## src/rtl/fetch_unit_pkg.sv

```systemverilog
// Shared encodings and default parameters for the instruction fetch unit.
package fetch_unit_pkg;

    typedef enum logic [1:0] {
        PC_SEQ = 2'b00,
        PC_JR  = 2'b01,
        PC_BR  = 2'b10,
        PC_J   = 2'b11
    } pc_sel_e;

    typedef enum logic [1:0] {
        ST_FETCH = 2'b00,
        ST_EXEC  = 2'b01,
        ST_HALT  = 2'b10
    } state_e;

    localparam logic [31:0] DEF_RESET_PC  = 32'h0000_0000;
    localparam logic [31:0] DEF_HALT_WORD = 32'hFFFF_FFFF;

endpackage

```

## src/rtl/fetch_unit_next_pc_calc.sv

```systemverilog
// Combinational next-PC selection: sequential, register-indirect, branch and jump.
module next_pc_calc
    import fetch_unit_pkg::*;
(
    input  logic [31:0] pc,
    input  logic [31:0] instr,
    input  logic [1:0]  pc_s,
    input  logic [31:0] rs_data,
    output logic [31:0] next_pc,
    output logic        misaligned
);

    logic [31:0] pc_plus4_s;
    logic [31:0] br_off_s;

    assign pc_plus4_s = pc + 32'd4;
    assign br_off_s   = {{14{instr[15]}}, instr[15:0], 2'b00};

    // Target mux; all sums wrap modulo 2^32.
    always_comb begin
        next_pc = pc_plus4_s;
        case (pc_s)
            PC_SEQ:  next_pc = pc_plus4_s;
            PC_JR:   next_pc = rs_data;
            PC_BR:   next_pc = pc_plus4_s + br_off_s;
            PC_J:    next_pc = {pc_plus4_s[31:28], instr[25:0], 2'b00};
            default: next_pc = pc_plus4_s;
        endcase
    end

    assign misaligned = (next_pc[1:0] != 2'b00);

endmodule

```

## src/rtl/fetch_unit.sv

```systemverilog
// Fetch/execute sequencer: holds pc and the current instruction, requests
// instruction words, and stops on the halt encoding or a misaligned target.
module fetch_unit
    import fetch_unit_pkg::*;
#(
    parameter logic [31:0] RESET_PC  = DEF_RESET_PC,
    parameter logic [31:0] HALT_WORD = DEF_HALT_WORD
) (
    input  logic        clk,
    input  logic        rst,
    output logic        imem_req,
    output logic [31:0] imem_addr,
    input  logic        imem_ack,
    input  logic [31:0] imem_rdata,
    output logic [31:0] instr,
    output logic        instr_valid,
    input  logic [1:0]  pc_s,
    input  logic [31:0] rs_data,
    input  logic        exec_done,
    output logic [31:0] pc,
    output logic [31:0] pc_plus4,
    output logic        halted,
    output logic        misalign_err
);

    state_e      state_q, state_d;
    logic [31:0] pc_q, pc_d;
    logic [31:0] instr_q, instr_d;
    logic        misalign_q, misalign_d;
    logic        req_q, req_d;
    logic        valid_q, valid_d;
    logic        halted_q, halted_d;
    logic [31:0] next_pc_s;
    logic        misaligned_s;

    next_pc_calc u_next_pc_calc (
        .pc         (pc_q),
        .instr      (instr_q),
        .pc_s       (pc_s),
        .rs_data    (rs_data),
        .next_pc    (next_pc_s),
        .misaligned (misaligned_s)
    );

    // Next-state logic; output flags are decoded from the next state so they
    // come straight from flops and read 0 while reset is held.
    always_comb begin
        state_d    = state_q;
        pc_d       = pc_q;
        instr_d    = instr_q;
        misalign_d = misalign_q;
        case (state_q)
            ST_FETCH: begin
                if (imem_ack) begin
                    instr_d = imem_rdata;
                    state_d = (imem_rdata == HALT_WORD) ? ST_HALT : ST_EXEC;
                end else begin
                    state_d = ST_FETCH;
                end
            end
            ST_EXEC: begin
                if (exec_done && misaligned_s) begin
                    misalign_d = 1'b1;
                    state_d    = ST_HALT;
                end else if (exec_done) begin
                    pc_d    = next_pc_s;
                    state_d = ST_FETCH;
                end else begin
                    state_d = ST_EXEC;
                end
            end
            ST_HALT:  state_d = ST_HALT;
            default:  state_d = ST_HALT;
        endcase
        req_d    = (state_d == ST_FETCH);
        valid_d  = (state_d == ST_EXEC);
        halted_d = (state_d == ST_HALT);
    end

    // State and datapath registers with asynchronous reset.
    always_ff @(posedge clk or posedge rst) begin
        if (rst) begin
            state_q    <= ST_FETCH;
            pc_q       <= RESET_PC;
            instr_q    <= 32'h0000_0000;
            misalign_q <= 1'b0;
            req_q      <= 1'b0;
            valid_q    <= 1'b0;
            halted_q   <= 1'b0;
        end else begin
            state_q    <= state_d;
            pc_q       <= pc_d;
            instr_q    <= instr_d;
            misalign_q <= misalign_d;
            req_q      <= req_d;
            valid_q    <= valid_d;
            halted_q   <= halted_d;
        end
    end

    assign imem_req     = req_q;
    assign imem_addr    = pc_q;
    assign pc           = pc_q;
    assign pc_plus4     = pc_q + 32'd4;
    assign instr        = instr_q;
    assign instr_valid  = valid_q;
    assign halted       = halted_q;
    assign misalign_err = misalign_q;

endmodule

```

## config.mk

```make
export PLATFORM = sky130hd
export DESIGN_NAME = fetch_unit
export DESIGN_NICKNAME = d
export VERILOG_FILES = /design/src/rtl/fetch_unit_pkg.sv /design/src/rtl/fetch_unit_next_pc_calc.sv /design/src/rtl/fetch_unit.sv
export SDC_FILE = /design/constraint.sdc
export NUM_CORES = 1
export LEC_CHECK = 0
export BUFFER_PORTS_ARGS = -buffer_cell sky130_fd_sc_hd__buf_2
export CAP_MARGIN = 10
export CORE_UTILIZATION = 53
export DETAILED_ROUTE_END_ITERATION = 6
export GPL_TIMING_DRIVEN = 0
export MAX_ROUTING_LAYER = met4
export PLACE_DENSITY = 0.89
export SLEW_MARGIN = 20
export SYNTH_ARGS = -nofsm -noshare
export SYNTH_HDL_FRONTEND = slang
export SYNTH_HIERARCHICAL = 1
export SYNTH_SLANG_ARGS = --single-unit
```

## constraint.sdc

```tcl
create_clock -name clk -period 4.15 [get_ports clk]
set_input_delay 0.415 -clock clk [delete_from_list [all_inputs] [get_ports clk]]
set_output_delay 0.415 -clock clk [all_outputs]
set_load 0.01 [all_outputs]
```

# == Yosys cells after proc, flatten, opt, wreduce, memory -nomap -nowiden ==
# Index checks and enable logic that the tools add are counted.
# totals
reg_bits,70
in_bits,70
output_inout_bits,132
wordCells,31
# classes
n_addsub,2
n_eq_ne,7
n_mux,6
n_bitwise,1
reduce_logical,8
# ops
cell,n
one-hot mux 32 bit (4 select lines),1
"adder 32 x 3 -> 32 bit, second input constant",1
adder 32 bit,1
"== test 32 bit, second input constant",1
"== test 2 x 1 -> 1 bit, second input constant",3
"== test 2 bit, second input constant",3
logical NOT 2 bit,3
2-to-1 mux 2 bit,3
one-hot mux 2 bit (2 select lines),1
AND reduction 2 bit,2
AND reduction 3 bit,1
nonzero test 2 bit,1
logical AND 1 bit,1
2-to-1 mux 1 bit,1
NOT 1 bit,1

# == Depth between registers and ports, before layout ==
# Gate-level depths: netlist of the first run.
# depth
ltp_word,8
mapped_depth,18
mapped_depth_nobuf,16

# == Hierarchy ==
# Netlist of the first run, hierarchy kept.
# by_module_without_submodules
module,n_inst,cells_each,area_per_inst_um2,seq_area_each_um2
fetch_unit,1,281,3494.6,1751.7
next_pc_calc,1,392,3059.2,0.0

# == Worst setup path before layout of the first run ==
# OpenSTA, ideal clock, no wires.
# synth_timing
path_kind,reg-to-reg
startpoint,"register pc_q[2], in the netlist imem_addr[2]"
endpoint,"register pc_q[31], in the netlist imem_addr[31]"
setup_ps,125
arrival_ps,3739
t_required_ps,4025
setup_slack_ps,286
stages_incl_launch_ff,19
path_buffers,2
synth_period_minus_slack_ps,3864
path_cell_list,dfrtp_1 > ha_1 > nand4_1 > nor2_1 > and3_1 > buf_2 > nand2_1 > xnor2_1 > ha_1 > clkbuf_1 > a21o_1 > a21o_1 > a21oi_1 > nand2_1 > a211oi_1 > o21ai_1 > nor2b_1 > o311a_1 > mux2_2
# synth_via
elab_chain_cells,3
# synth_rtl
item,line,source
from (decl),fetch_unit.sv:27,"logic [31:0] pc_q, pc_d;"
from (signal assigned),fetch_unit.sv:92,pc_q <= pc_d;
adder 32 x 3 -> 32 bit *,fetch_unit_next_pc_calc.sv:16,assign pc_plus4_s = pc + 32'd4;
adder 32 bit,fetch_unit_next_pc_calc.sv:25,PC_BR: next_pc = pc_plus4_s + br_off_s;
one-hot mux 32 bit (4 select lines) *,fetch_unit_next_pc_calc.sv:22,case (pc_s)
named net next_pc_s[31],fetch_unit.sv:33,logic [31:0] next_pc_s;
# The timed path passes the listed nets; every way through them passes the cells marked *.
# A chain may end at the register's enable or synchronous reset.

# == Worst setup path in the final report of the first run ==
# layout_timing
startpoint,"register pc_q[2], in the netlist imem_addr[2]"
endpoint,"register pc_q[27], in the netlist imem_addr[27]"
# Same word-level chain as after synthesis.

==> results of run 1 <==
-- worst paths after layout --
check / startpoint / to / slack [ns] / cells after the start
min in group clk: imem_rdata[4] / instr[4] / 0.32 / 2
max in group asynchronous: rst / imem_addr[19] / 3.53 / 3
hold reg to reg: instr[30] / instr[30] / 0.50 / 1
setup / recovery: imem_addr[2] / imem_addr[27] / 0.16 / 17
hold / removal: rst / instr[31] / 0.05 / 2
setup reg to reg: imem_addr[2] / imem_addr[27] / 0.16 / 17
-- registers in the layout, summed over array words and instances, names as in the netlist --
| signal | flops |
|---|---|
| imem_req | 1 |
| state_q | 2 |
| imem_addr | 32 |
| instr_valid | 1 |
| halted | 1 |
| instr | 32 |
| misalign_err | 1 |
-- power groups by stage --
stage | sequential, W | clock (W) | combinational (W)
after floorplan | 0.00162 | 0 | 0.00355
after global placement | 0.00165 | 0 | 0.00484
after detailed placement | 0.00167 | 0 | 0.00498
after CTS | 0.00164 | 0.000806 | 0.00511
after global routing | 0.00171 | 0.000837 | 0.00575
final | 0.00165 | 0.000805 | 0.00535
-- layout by cell type, fill, tap and decap left out, types with 7 or more instances in the layout --
cell type / synthesis / final
and3_1: 9 / 9
clkbuf_1: 11 / 10
buf_2: 8 / 208
a21o_1: 17 / 17
a21oi_1: 30 / 29
mux2i_1: 7 / 7
ha_1: 35 / 34
inv_1: 25 / 24
dfrtp_1: 70 / 56
nand4_1: 30 / 30
nand3_1: 32 / 32
o21ai_0: 14 / 14
o21a_1: 10 / 10
nor2_1: 44 / 43
buf_4: 37 / 48
mux2_2: 63 / 63
xor2_1: 20 / 20
nand2_1: 40 / 40
clkbuf_16: 0 / 9
mux4_2: 24 / 24
dfrtp_2: 0 / 14
xnor2_1: 57 / 54
-- per-layer routing --
metal  share of wire (%)  GRT usage [%]  vias up
met1                  42           42.2     3017
li1                    -              -     2886
met4                 3.8           13.4        0
met5                   0              -        -
met3                 8.0           4.23       60
met2                  46           50.3      387
-- cells by family after synthesis --
| group | Yosys count | synth area share, % |
|---|---|---|
| XOR/XNOR | 77 | 10.3 |
| AND/OR/NAND/NOR | 195 | 16.1 |
| AO/OA/AOI/OAI | 116 | 12.7 |
| multiplexers | 94 | 20.1 |
| buffers and inverters | 85 | 7.14 |
| flip-flops | 70 | 26.7 |
| adder cells (fa/ha/maj) | 36 | 6.99 |
-- worst max-delay path, delay by kind of cell (launching register included) --
kind	cells	cell delay (ns)
AOI/OAI and AO/OA	7	1.31
and+or+nand+nor	4	0.71
adders and majority gates	2	0.54
muxes	2	0.52
DFF	1	0.37
xor gates and xnor gates	1	0.22
buffers and inverters	1	0.17
-- area by class of cell --
type                    count  area share [%]
flip-flops and latches     70            21.4
repair buffers            213            13.7
plain buffers              59            4.49
inverters                  25            1.17
clock inverters             6           0.834
multi-input cells         518            53.2
well taps                 147            2.23
clock buffers              10            2.90
-- metrics by stage --
stage / hold WS, ns / setup TNS [ns]
floorplan: 0.503 / 0
global placement: 0.471 / -2.25
detailed placement: 0.423 / -2.19
CTS: 0.0641 / 0
global route: 0.0896 / -0.146
finish: 0.0503 / 0
-- timing repair --
item / 4_1_cts / 5_1_grt
resized for setup: 15 / 10
pin swaps: 0 / 6
setup endpoints to repair: 11 / 10
setup buffers: 2 / 10
==> results by group, run 1 <==
Cells and area
  – Share of layout cells above drive strength 1: 45.3%
  – Final instance area: 0.00825 sq mm
  – Area occupied by multi-input gates: between 0.004 and 0.005 sq mm
  – Non-Filler Instances: approximately 1,000
  – Fillers: between 900 and 1,000
  – Util after Layout: 68.7%
  – Register area: 0.00177 sq mm
  – Antenna diodes: 0
  – Syn-to-layout area delta: 25.9%
  – Nets: 1,002

Timing
  – RSZ-0062 raised after global routing: yes
  – Max Freq: 251 MHz
  – Fin. Hold Viols: 0
  – Period minus WS final: 3.99 ns
  – Setup slack after layout: around 0.16 ns
  – Crit share post-route: 96.1%
  – Final setup viols: 0
  – Slew Limit Fails: 0
  – Slew HR: 33.3%
  – Slew @ Worst Pin: ~1 ns
  – Clk_skew: 0.0102 ns

Route
  – # DRC: 0
  – 1st-pass router iterations: 5
  – Avg WL per Cell: 19.0 um
  – Vias: 6,350
  – Drt initial violations: 530
  – Antenna Violating Nets Remaining: 0
  – Via-to-Cell Ratio: around 6.1
  – Final wirelength: ~20,000 um

Placed design
  – Placed Area: 0.00777 sq mm
  – Port-buffer cells: 200
  – Post-Place Setup Slack: -0.482 ns
  – Post-DP HPWL: about 15,000 um
  – Placer's final routability congestion estimate: 0.937
  – Inst Count DP: just over 1,000

CTS
  – Clock Sink Count: 70
  – CTS tree: done
  – CTS root buf: clkbuf_16
  – Hold_buf cts: 0
  – Num CTS Buffers: 9
  – Clock Latency Late Sink: between 0.3 and 0.4 ns
  – CTS max path bufs: 2
  – H-tree depth: 3
  – Clk slew on worst S/H paths: approximately 0.060 ns

Floorplanning
  – Num rows: 40
  – Core area: around 0.012 sq mm
  – IO Count: between 200 and 250
  – Initial Util: between 50% and 60%
  – Die W: roughly 110 um
  – Die area: about 0.013 sq mm
  – Die height: around 110 um

Status
  – Outcome: completed

Critical path
  – CP max stage delay: 0.37 ns
  – Worst Setup Path Type: flop to flop
  – Crit Path Max Fanout: 6
  – Critical path's slowest cell: dfrtp_2
  – CP Data Arrival Time: about 4.2 ns
  – Worst-path cell chain: ha_2 -> nand4_1 -> nor2_4 -> and3_1 -> buf_2 -> nand2_1 -> xnor2_2 -> ha_1 -> a21o_1 -> a21o_1 -> a21oi_1 -> o22ai_1 -> a211oi_2 -> mux2i_1 -> a31oi_1 -> o21a_1 -> mux2_2
  – Most frequent CP cell: a21o_1
  – Crit end category: flop
  – CP Launch Type: flop
  – Crit path required time: approximately 4.4 ns

Logic synthesis
  – Post-synth top area share: around a quarter
  – Sequential area share after synthesis: 26.7%
  – Avg Inst Size Synth: 9.74 sq um
  – Area leader, netlist: dfrtp_1
  – Mapped Nets: between 700 and 800
  – Commonest cells post-synth: dfrtp_1 (70), mux2_2 (63), xnor2_1 (57)
  – Post-Synthesis Cells: around 670
  – Async S/R FF share, synth: 100%
  – FF+latch count, synth: 70
  – Commonest register cell after synthesis: dfrtp_1
  – Synth Warn #: 6
  – Number of synthesized flops with an enable pin: 0
  – Synthesized area: between 0.006 and 0.007 sq mm
  – Top-count cell post-synth: dfrtp_1
  – Largest cells by area after synthesis: dfrtp_1 (27%), mux2_2 (11%), mux4_2 (8.2%), xnor2_1 (7.6%), ha_1 (6.7%)
  – Synth cell types: 64

Min path
  – Hold Path Class: input pin to async pin

Global routing
  – Tot GR Track Use: 32.1%
  – Initial antenna violation count: 0
  – Largest net degree at the start of global routing: 46
  – GRT overflow: 0
  – Number of global-route vias before repair: roughly 6,000
  – First-pass GRT wire length: between 30,000 and 40,000 um

Power
  – Logic pwr share: 68.5%
  – PwrDens: around 950 mW/mm^2
  – Internal: around 0.004 W
  – Tot Pwr: 0.00780 W
  – NetSw: ~0.0037 W
  – Clock power share: between 10 and 15%
  – Worst vdd ir: ~460 uV
  – Seq pwr share: between 20% and 30%
  – LEAKAGE: between 3 and 4 nW
  – Switching fraction of total power: 47.9%

Job
  – Maximum Capacitance Violations: 0
Power figures use the tool's default switching activity.
==> run 2: changes to the inputs <==
--- a/config.mk
+++ b/config.mk
@@ -7,11 +7,12 @@
 export LEC_CHECK = 0
 export BUFFER_PORTS_ARGS = -buffer_cell sky130_fd_sc_hd__buf_2
 export CAP_MARGIN = 10
-export CORE_UTILIZATION = 53
+export CORE_MARGIN = 5
+export CORE_UTILIZATION = 25
 export DETAILED_ROUTE_END_ITERATION = 6
 export GPL_TIMING_DRIVEN = 0
 export MAX_ROUTING_LAYER = met4
-export PLACE_DENSITY = 0.89
+export PLACE_DENSITY = 0.52
 export SLEW_MARGIN = 20
 export SYNTH_ARGS = -nofsm -noshare
 export SYNTH_HDL_FRONTEND = slang
==> results by group, run 2 (synthesis results as in run 1) <==
Power
  – PwrDens: about 900 mW/mm^2
  – LEAKAGE: 3.93 nW
  – Tot Pwr: about 0.0077 W
  – Worst vdd ir: approximately 280 uV
  – NetSw: approximately 0.0037 W
  – Internal: between 0.004 and 0.005 W
  – Clock power share: a little under a tenth
  – Seq pwr share: between 20% and 30%
  – Logic pwr share: just under 70%
  – Switching fraction of total power: a little under half

Route
  – Top Metal Used: met4
  – Drt initial violations: roughly 370
  – Final wirelength: around 23,000 um
  – Via-to-Cell Ratio: slightly below 5
  – Avg WL per Cell: 18.3 um
  – Vias: ~6,000
  – Antenna Violating Nets Remaining: 0
  – 1st-pass router iterations: 5
  – Met2 Wirelength: about 11,000 um
  – # DRC: 0
  – Wire length on met1: 10,500 um
  – Met3 wire len: 1210 um

Cells and area
  – Final instance area: between 0.008 and 0.009 sq mm
  – Commonest non-fill, non-tap cell in the layout: buf_2
  – Register area: around 0.0018 sq mm
  – Nets: between 1,000 and 1,500
  – Syn-to-layout area delta: 30.2%
  – Most frequent cells in the layout: buf_2 (206), mux2_2 (63), buf_4 (58), xnor2_1 (54), dfrtp_1 (54)
  – Non-Filler Instances: 1,249
  – Fillers: between 2,000 and 3,000
  – Area occupied by multi-input gates: ~0.0044 sq mm
  – Share of layout cells above drive strength 1: between 40 and 50%

Timing
  – Period minus WS final: roughly 4.0 ns
  – Hold Slack: 0.0726 ns
  – Clk_skew: 0.00870 ns
  – Crit share post-route: between 90% and 100%
  – Final setup viols: 0
  – Slew Limit Fails: 0
  – Fin. Hold Viols: 0
  – Slew HR: roughly 35%
  – Setup slack after layout: ~0.17 ns
  – Max Freq: 251 MHz
  – Slew @ Worst Pin: 0.969 ns

Global routing
  – GRT overflow: 0
  – Tot GR Track Use: roughly 16%
  – First-pass GRT wire length: about 35,000 um
  – Largest net degree at the start of global routing: between 40 and 50
  – Initial antenna violation count: 4
  – Number of global-route vias before repair: 5,856

Placed design
  – Port-buffer cells: 200
  – Post-Place Setup Slack: -0.730 ns
  – Inst Count DP: between 1,000 and 1,500
  – Post-DP HPWL: roughly 18,000 um
  – Placer's final routability congestion estimate: 0.909
  – Placed Area: approximately 0.008 sq mm

CTS
  – Clk slew on worst S/H paths: about 0.060 ns
  – Clock Sink Count: 70
  – Num CTS Buffers: 9
  – CTS max path bufs: 2
  – CTS root buf: clkbuf_16
  – Clock Latency Late Sink: roughly 0.34 ns
  – CTS tree: done
  – H-tree depth: 3

Critical path
  – Crit end category: flop
  – CP Launch Type: flop
  – CP Data Arrival Time: 4.20 ns
  – Crit Path Max Fanout: 6
  – Worst Setup Path Type: flop to flop
  – Crit path required time: around 4.4 ns

Floorplanning
  – Die height: 172 um
  – Die area: between 0.02 and 0.03 sq mm
  – Die W: 172 um
  – IO Count: ~200
  – Initial Util: 25.3%
  – Num rows: 59
  – Core area: 0.0259 sq mm

Job
  – Maximum Capacitance Violations: 0

Min path
  – Hold Path Class: input pin to async pin

Status
  – Outcome: completed
==> run 2: worst paths after layout <==
check | startpoint | endpoint | slack (ns) | depth (start not counted)
max | imem_addr[2] | imem_addr[31] | 0.17 | 18
min | rst | instr[29] | 0.07 | 2
max reg2reg | imem_addr[2] | imem_addr[31] | 0.17 | 18
min reg2reg | instr[27] | instr[27] | 0.50 | 1
max in group asynchronous | rst | imem_addr[7] | 3.50 | 3
min in group clk | imem_rdata[10] | instr[10] | 0.32 | 2
==> run 2: worst max-delay path: stages, from the launching register on <==
cell      delay [ns]
dfrtp_2         0.38
ha_2            0.22
nand4_1         0.11
buf_4           0.18
nor2_4          0.15
and3_1          0.18
clkbuf_4        0.17
nand2_1         0.10
xnor2_2         0.24
ha_2            0.35
a21o_1          0.19
a21o_1          0.17
a21oi_1         0.17
o22ai_1         0.15
a211oi_2        0.26
o21ai_1         0.13
nor2b_1         0.14
o311a_1         0.32
mux2_2          0.26
==> run 2: through the flow <==
| stage | TNS, ns | util, % |
|---|---|---|
| CTS | 0 | 32.2 |
| global route | -0.00857 | 32.9 |
| finish | 0 | 32.9 |
| detailed placement | -4.73 | 30.9 |
| global placement | -4.86 | 30.8 |
| floorplan | 0 | - |
==> run 2: per-layer routing <==
layer,global-route usage [%],vias to the layer above
li1,-,2907
met1,21.2,2931
met2,24.7,169
met5,-,-
met4,3.96,0
met3,2.58,9
==> run 2: layout make-up <==
| cell class | instances | share of cell area (%) |
|---|---|---|
| Inverter | 25 | 1.13 |
| Clock inverter | 4 | 0.264 |
| Multi-Input combinational cell | 518 | 51.6 |
| Buffer | 59 | 4.41 |
| Timing Repair Buffer | 222 | 13.9 |
| Tap cell | 335 | 4.91 |
| Sequential cell | 70 | 20.8 |
| Antenna cell | 4 | 0.117 |
| Clock buffer | 12 | 2.89 |
==> run 2: repair_timing <==
item,4_1_cts,5_1_grt
endpoints found under the hold margin,0,0
hold buffers,0,0
setup buffers,4,17
setup endpoints to repair,16,7
resized for setup,19,14
pin swaps,0,5
==> run 2: power groups by stage <==
| stage | clock network, W | registers, W | logic (W) |
|---|---|---|---|
| 6_report | 0.000736 | 0.00163 | 0.00532 |
| 2_1_floorplan | 0 | 0.00162 | 0.00355 |
| 5_1_grt | 0.000790 | 0.00171 | 0.00585 |
| 3_5_place_dp | 0 | 0.00172 | 0.00504 |
| 4_1_cts | 0.000763 | 0.00167 | 0.00517 |
| 3_3_place_gp | 0 | 0.00171 | 0.00501 |
